$ cat src/rtl/alu_instr_sequencer.sv
// Multi-cycle strobe sequencer for one register-register ALU instruction per start.
// Define SEQ_R0_WRITE_PROTECT_EN to suppress register writes to R0 in T5.
module alu_instr_sequencer #(
    parameter logic [4:0] OPC_MUL     = 5'b01111,
    parameter logic [4:0] OPC_DIV     = 5'b10000,
    parameter logic [4:0] OPC_MAX     = 5'b10000,
    parameter logic [3:0] MEM_TIMEOUT = 4'd15
) (
    input  logic        clk,
    input  logic        clr,
    input  logic        start,
    input  logic        mem_ready,
    input  logic [31:0] ir,
    output logic        busy,
    output logic        done,
    output logic        fault,
    output logic [1:0]  fault_cause,
    output logic        pc_out,
    output logic        mar_in,
    output logic        inc_pc,
    output logic        z_in,
    output logic        zlo_out,
    output logic        zhi_out,
    output logic        pc_in,
    output logic        mdr_read,
    output logic        mdr_in,
    output logic        mdr_out,
    output logic        ir_in,
    output logic        y_in,
    output logic        lo_in,
    output logic        hi_in,
    output logic [15:0] reg_in,
    output logic [15:0] reg_out,
    output logic [4:0]  alu_sel,
    output logic [3:0]  state_dbg
);

    typedef enum logic [3:0] {
        S_IDLE  = 4'd0,
        S_T0    = 4'd1,
        S_T1    = 4'd2,
        S_T2    = 4'd3,
        S_DEC   = 4'd4,
        S_T3    = 4'd5,
        S_T4    = 4'd6,
        S_T5    = 4'd7,
        S_T6    = 4'd8,
        S_DONE  = 4'd9,
        S_FAULT = 4'd10
    } state_t;

    state_t      state, state_nx;
    logic [3:0]  wait_cnt;
    logic [3:0]  wait_inc;
    logic        mem_timeout;
    logic [4:0]  op_q;
    logic [3:0]  ra_q, rb_q, rc_q;
    logic [1:0]  cause_q;
    logic        wide_op;
    logic        op_illegal;
    logic        unused_ir;

    assign wait_inc    = wait_cnt + 4'd1;
    assign mem_timeout = (wait_inc == MEM_TIMEOUT);
    assign wide_op     = (op_q == OPC_MUL) || (op_q == OPC_DIV);
    assign op_illegal  = (ir[31:27] > OPC_MAX);
    assign unused_ir   = ^ir[14:0];

    function automatic logic [15:0] onehot(input logic [3:0] idx);
        onehot = 16'h0001 << idx;
    endfunction

    always_ff @(posedge clk or posedge clr) begin
        if (clr) state <= S_IDLE;
        else     state <= state_nx;
    end

    // Wait counter, latched instruction fields and sticky fault cause.
    always_ff @(posedge clk or posedge clr) begin
        if (clr) begin
            wait_cnt <= 4'd0;
            op_q     <= 5'd0;
            ra_q     <= 4'd0;
            rb_q     <= 4'd0;
            rc_q     <= 4'd0;
            cause_q  <= 2'b00;
        end else begin
            case (state)
                S_IDLE: if (start) cause_q <= 2'b00;
                S_T0:   wait_cnt <= 4'd0;
                S_T1: begin
                    if (!mem_ready) begin
                        wait_cnt <= wait_inc;
                        if (mem_timeout) cause_q <= 2'b10;
                    end
                end
                S_DEC: begin
                    op_q <= ir[31:27];
                    ra_q <= ir[26:23];
                    rb_q <= ir[22:19];
                    rc_q <= ir[18:15];
                    if (op_illegal) cause_q <= 2'b01;
                end
                default: ;
            endcase
        end
    end

    always_comb begin
        state_nx = S_IDLE;
        case (state)
            S_IDLE:  state_nx = start ? S_T0 : S_IDLE;
            S_T0:    state_nx = S_T1;
            S_T1: begin
                if (mem_ready)        state_nx = S_T2;
                else if (mem_timeout) state_nx = S_FAULT;
                else                  state_nx = S_T1;
            end
            S_T2:    state_nx = S_DEC;
            S_DEC:   state_nx = op_illegal ? S_FAULT : S_T3;
            S_T3:    state_nx = S_T4;
            S_T4:    state_nx = S_T5;
            S_T5:    state_nx = wide_op ? S_T6 : S_DONE;
            S_T6:    state_nx = S_DONE;
            S_DONE:  state_nx = S_IDLE;
            S_FAULT: state_nx = S_IDLE;
            default: state_nx = S_IDLE;
        endcase
    end

    always_comb begin
        busy        = (state != S_IDLE);
        done        = 1'b0;
        fault       = 1'b0;
        fault_cause = cause_q;
        pc_out      = 1'b0;
        mar_in      = 1'b0;
        inc_pc      = 1'b0;
        z_in        = 1'b0;
        zlo_out     = 1'b0;
        zhi_out     = 1'b0;
        pc_in       = 1'b0;
        mdr_read    = 1'b0;
        mdr_in      = 1'b0;
        mdr_out     = 1'b0;
        ir_in       = 1'b0;
        y_in        = 1'b0;
        lo_in       = 1'b0;
        hi_in       = 1'b0;
        reg_in      = 16'h0000;
        reg_out     = 16'h0000;
        alu_sel     = 5'd0;
        state_dbg   = state;
        case (state)
            S_T0: begin
                pc_out = 1'b1;
                mar_in = 1'b1;
                inc_pc = 1'b1;
                z_in   = 1'b1;
            end
            S_T1: begin
                // wait_cnt is cleared in T0, so zero marks the first T1 cycle
                zlo_out  = 1'b1;
                pc_in    = (wait_cnt == 4'd0);
                mdr_read = 1'b1;
                mdr_in   = 1'b1;
            end
            S_T2: begin
                mdr_out = 1'b1;
                ir_in   = 1'b1;
            end
            S_T3: begin
                reg_out = onehot(rb_q);
                y_in    = 1'b1;
            end
            S_T4: begin
                reg_out = onehot(rc_q);
                alu_sel = op_q;
                z_in    = 1'b1;
            end
            S_T5: begin
                zlo_out = 1'b1;
                if (wide_op) begin
                    lo_in = 1'b1;
                end else begin
`ifdef SEQ_R0_WRITE_PROTECT_EN
                    reg_in = (ra_q == 4'd0) ? 16'h0000 : onehot(ra_q);
`else
                    reg_in = onehot(ra_q);
`endif
                end
            end
            S_T6: begin
                zhi_out = 1'b1;
                hi_in   = 1'b1;
            end
            S_DONE:  done = 1'b1;
            S_FAULT: begin
                done  = 1'b1;
                fault = 1'b1;
            end
            default: ;
        endcase
    end

endmodule

$ cat config.mk
export PLATFORM = sky130hd
export DESIGN_NAME = alu_instr_sequencer
export DESIGN_NICKNAME = d
export VERILOG_FILES = /design/src/rtl/alu_instr_sequencer.sv
export SDC_FILE = /design/constraint.sdc
export NUM_CORES = 1
export LEC_CHECK = 0
export BUFFER_PORTS_ARGS = -buffer_cell sky130_fd_sc_hd__buf_2
export CORE_MARGIN = 2
export CORE_UTILIZATION = 49
export DETAILED_ROUTE_END_ITERATION = 8
export GPL_ROUTABILITY_DRIVEN = 1
export GPL_TIMING_DRIVEN = 0
export PLACE_DENSITY = 0.85
export SKIP_CTS_REPAIR_TIMING = 1
export SYNTH_ARGS = -nofsm -noshare
export SYNTH_HDL_FRONTEND = slang
export SYNTH_SLANG_ARGS = --single-unit
$ cat constraint.sdc
create_clock -name clk -period 3.8 [get_ports clk]
set_clock_uncertainty 0.15 [all_clocks]
set_input_delay 0.38 -clock clk [delete_from_list [all_inputs] [get_ports clk]]
set_output_delay 0.38 -clock clk [all_outputs]
set_load 0.03 [all_outputs]
# ---- Yosys cells after proc, flatten, opt, wreduce, memory -nomap -nowiden
# Cells that the tools add are included.
dict set report totals {
  ff_bits 27
  output_inout_bits 60
  elab_cells 69
}
dict set report classes {
  addsub 1
  order_cmp 1
  eq_ne 17
  shifts 3
  n_mux 29
  reduce_logical 11
}
# op n
set ops {}
lappend ops {{$shl A1 B4 Y16 const A} 3}
lappend ops {{$pmux W4 S9} 1}
lappend ops {{$mux W16} 2}
lappend ops {{$pmux W16 S2} 1}
lappend ops {{$eq A4 B3 Y1 const B} 4}
lappend ops {{$eq A4 B4 Y1 const B} 4}
lappend ops {{$mux W4} 4}
lappend ops {{$mux W1} 14}
lappend ops {{$eq A4 B2 Y1 const B} 2}
lappend ops {{$logic_not A4 Y1} 2}
lappend ops {{$mux W2} 4}
lappend ops {{$ne A2 B2 Y1 const B} 4}
lappend ops {{$pmux W4 S2} 1}
lappend ops {{$pmux W2 S3} 1}
lappend ops {{$reduce_or A2 Y1} 3}
lappend ops {{$eq A5 B4 Y1 const B} 1}
lappend ops {{$eq A5 B5 Y1 const B} 1}
lappend ops {{$gt A5 B5 Y1 const B} 1}
lappend ops {{$mux W5} 1}
lappend ops {{$reduce_and A5 Y1} 1}
lappend ops {{$add A4 B1 Y4 const B} 1}
lappend ops {{$eq A4 B1 Y1 const B} 1}
lappend ops {{$reduce_bool A4 Y1} 1}
lappend ops {{$reduce_bool A3 Y1} 1}
lappend ops {{other kinds (3)} 3}

# ---- Logic depth before layout (Yosys ltp)
dict set report logic_depth {
  depth_word 5
  mapped_depth 6
  ltp_nobuf 5
}

# ---- Worst setup path after synthesis
# Ideal clock, no wire load.
dict set report synth_timing {
  path_type {register -> output}
  startpoint {reg state[0], in the netlist state_dbg[0]}
  endpoint {out pc_in}
  arrival_ps 2312
  setup_slack_ps 958
  stages_incl_launch_ff 4
  n_path_buf 1
  path_cell_list {dfrtp_1 > buf_6 > or4b_4 > nor4b_1}
}
dict set report synth_via {
  elab_chain_len 2
}
# element line
set synth_lines {}
lappend synth_lines {{from (decl)} 52} ;# state_t state, state_nx;
lappend synth_lines {{from (signal assigned)} 75} ;# else state <= state_nx;
lappend synth_lines {{$eq A4 B2 Y1} 154} ;# case (state)
lappend synth_lines {{$mux W1} 154}
lappend synth_lines {{to (decl)} 24} ;# output logic pc_in,
# Every way passes these cells.

# ---- Worst setup path in the final report
dict set report layout_timing {
  startpoint {reg state[0], in the netlist state_dbg[0]}
  endpoint {out reg_out[3]}
}
dict set report layout_via {
  elab_chain_len 2
  elab_cells_between_ends 3
  cone_classes {2 x eq/ne; 1 x mux}
}
# element line
set layout_lines {}
lappend layout_lines {{$eq A4 B3 Y1} 154}
lappend layout_lines {{$pmux W16 S2 *} 154}
lappend layout_lines {{to (decl)} 33} ;# output logic [15:0] reg_out,
# Mark *: on every way between the ends. The rest lies on a longest branch, timed or not.

==> out/metrics.yaml <==
place_congestion: 0.839
holdWs_ns: 0.175
dieArea_um2: 4340
setup_tns_ns: 0
r2r_cells: 4
worst_slew_pin_slew_ns: 1.02
fin_util: 0.651
ir_worst_vdd_mv: 0.567
clk_path_buf_depth: 2
power.internal_mw: 0.955
worstHoldPathCells: 3
design_area_um2: 2380
worstReg2RegStart: "state_dbg[1]$_DFF_PP0_"
share_comb_of_total_power: 0.617
clock-root-buffer: "clkbuf_8"
areaGrowthSynthToFinish_pct: 27.2
layout_setup_ws_ns: 1.21
final_nets: 334
route.detailed.drc: 0
synth-warning-count: 0
synthCells: 210
synth_top_area_cell: "dfrtp_1"
synth_area_leaders: "dfrtp_1, mux2_2, nor2_1"
slew_viol_final: 0
syn-num-nets: 249
clkPwrFrac: 0.088
maxCapViolCount: 0
outcome: "completed"
path_class: "reg -> out"
cts_tree: "built"
synth_cell_types: 54
die-height_um: 65.9
power_switching_mw: 0.953
avgSynthCellArea_um2: 8.93
core_um2: 3660
grt_max_degree: 28
powerDensity_nw_per_um2: 800
timing.rr.end: "op_q[1]$_DFFE_PP0P_"
rsz0062_at_grt: "no"
ant_nets: 0
min_path_type: "in -> reg"
drive_gt1_frac: 0.415
crit_path_start: "state_dbg[0]$_DFF_PP0_"
synth_top_family_by_area: "simple AND/OR/NAND/NOR gates"
grt_util_all_layers: 0.209
synthAdderAreaFrac: 0.0200
chipWidth_um: 65.9
vias: 1835
p_sw_frac: 0.499
cp-start-kind: "register"
place_inst: 338
netlist_top_cells_count: "nor2_1, dfrtp_1, nand2_1, mux2_2, nor3_1"
seqPwrFrac: 0.295
synthXorXnorAreaFrac: 0.00467
cts.sinks: 27
core.rowCount: 22
synth_top_area_frac: 0.360
max_clock_freq_mhz: 386
cp_data_required_time_ns: 3.27
min_period_ns: 2.59
relSlewSlack: 0.316
synth_mux_area_frac: 0.121
grt_first_pass_wirelength_um: 7180
cp_max_fo: 10
leakage_nw: 1.20
dp_hpwl_um: 3520
htree_levels: 1
final_hold_viol_count: 0
start_util: 0.512
io_buffers: 80
post-place-ws_ns: 1.52
synthArstFlopShare: 1.00
num_io_pins: 96
diodes: 0
wl_per_cell_um: 13.1
grt_overflow: 0
cp.arrival_ns: 2.06
cp-end-kind: "primary output"
netlist_area_um2: 1880
hold_end: "rc_q[0]$_DFFE_PP0P_"
ys_ff_latch: 27
finalNonFillerCells: 342
r2r_slack_ns: 1.89
period_share: 0.681
synth-compound-area-share: 0.115
grt_pass1_vias: 1624
synthSimpleGateAreaFrac: 0.311
clk_pin_slew_ns: 0.10
yosysMostFrequentCell: "nor2_1"
seq_area_frac_synth: 0.360
antenna_found_initial: 0
synth_edf_count: 0
synthFlopType: "dfrtp_1"
clk_latency_ns: 0.27
cts-buffers-inserted: 3
dpl_cell_area_um2: 2340
setup_viol: 0
hold_start: "ir[15]"
drt_pass1_iterations: 4
drt_iter0_drc: 76
p_total_mw: 1.91
routed_wl_um: 4490
via_per_inst: 5.37
==> registers in the layout (all words and copies together) (netlist names) <==
name and cells:
rc_q 4, op_q 5, ra_q 4, rb_q 4, fault_cause 2, state_dbg 4, wait_cnt 4
==> cells in the final DEF, fill, tap and decap left out, types with 2 or more instances in the layout <==
master | synthesis | routed
and2_1 | 6 | 6
nand2b_1 | 7 | 7
o31ai_1 | 2 | 2
or4b_4 | 2 | 2
nand3_1 | 4 | 4
ha_1 | 3 | 3
clkbuf_1 | 4 | 4
nor2b_1 | 4 | 4
nor2_1 | 38 | 38
nand4b_1 | 2 | 2
a31oi_1 | 4 | 4
inv_1 | 7 | 7
nand4_1 | 3 | 3
nand2_1 | 18 | 18
o21ai_0 | 6 | 6
buf_4 | 6 | 6
buf_2 | 4 | 84
mux2_2 | 15 | 15
dfrtp_1 | 27 | 27
nand3b_1 | 2 | 2
nor4b_1 | 2 | 2
nor3_1 | 8 | 8
clkbuf_8 | 0 | 3
a21oi_1 | 4 | 4
nor3b_1 | 2 | 2
==> how the worst max path moves through the flow <==
stage	end	slack, ns
floorplan	pc_in	0.96
global placement	reg_in[3]	1.52
detailed placement	reg_in[0]	1.52
CTS	reg_in[0]	1.21
global route	reg_out[3]	1.05
finish	reg_out[3]	1.21
==> final cells by class <==
type / instances / area, µm²
tap: 48 / 60.1
clock buffer: 3 / 41.3
buffer: 15 / 91.3
timing repair buffer: 80 / 400
multi-input combinational: 160 / 1070
inverter: 8 / 35.0
sequential: 27 / 676
fill: 337 / 1280
clock inverter: 1 / 7.51
==> routing by layer <==
layer / track usage / part of all wire
met1: 0.271 / 0.44
met2: 0.372 / 0.47
met3: 0.0273 / 0.078
met4: 0.0443 / 0.0038
met5: 0 / 0
==> cell families (layout without fill, tap and decap cells) <==
group / count (synthesis) / count (layout)
simple gates: 106 / 106
compound gates: 31 / 31
flops: 27 / 27
buf+inv: 23 / 107
mux: 19 / 19
fa+ha+maj: 3 / 3
xor+xnor: 1 / 1
==> critical path: stages, from the launching register on <==
cell	delay, ns
dfrtp_1	0.40
buf_6	0.14
nor4bb_1	0.25
buf_2	0.22
buf_2	0.21
a31oi_1	0.21
nor2_1	0.15
buf_2	0.20
==> power groups by stage <==
stage,Combinational (mW),Sequential [mW],Clock (mW)
floorplan,0.880,0.585,0
global placement,1.15,0.561,0
detailed placement,1.17,0.568,0
CTS,1.18,0.562,0.170
global route,1.27,0.588,0.186
finish,1.18,0.563,0.168
Note: power is estimated with default switching activity, not from simulation.
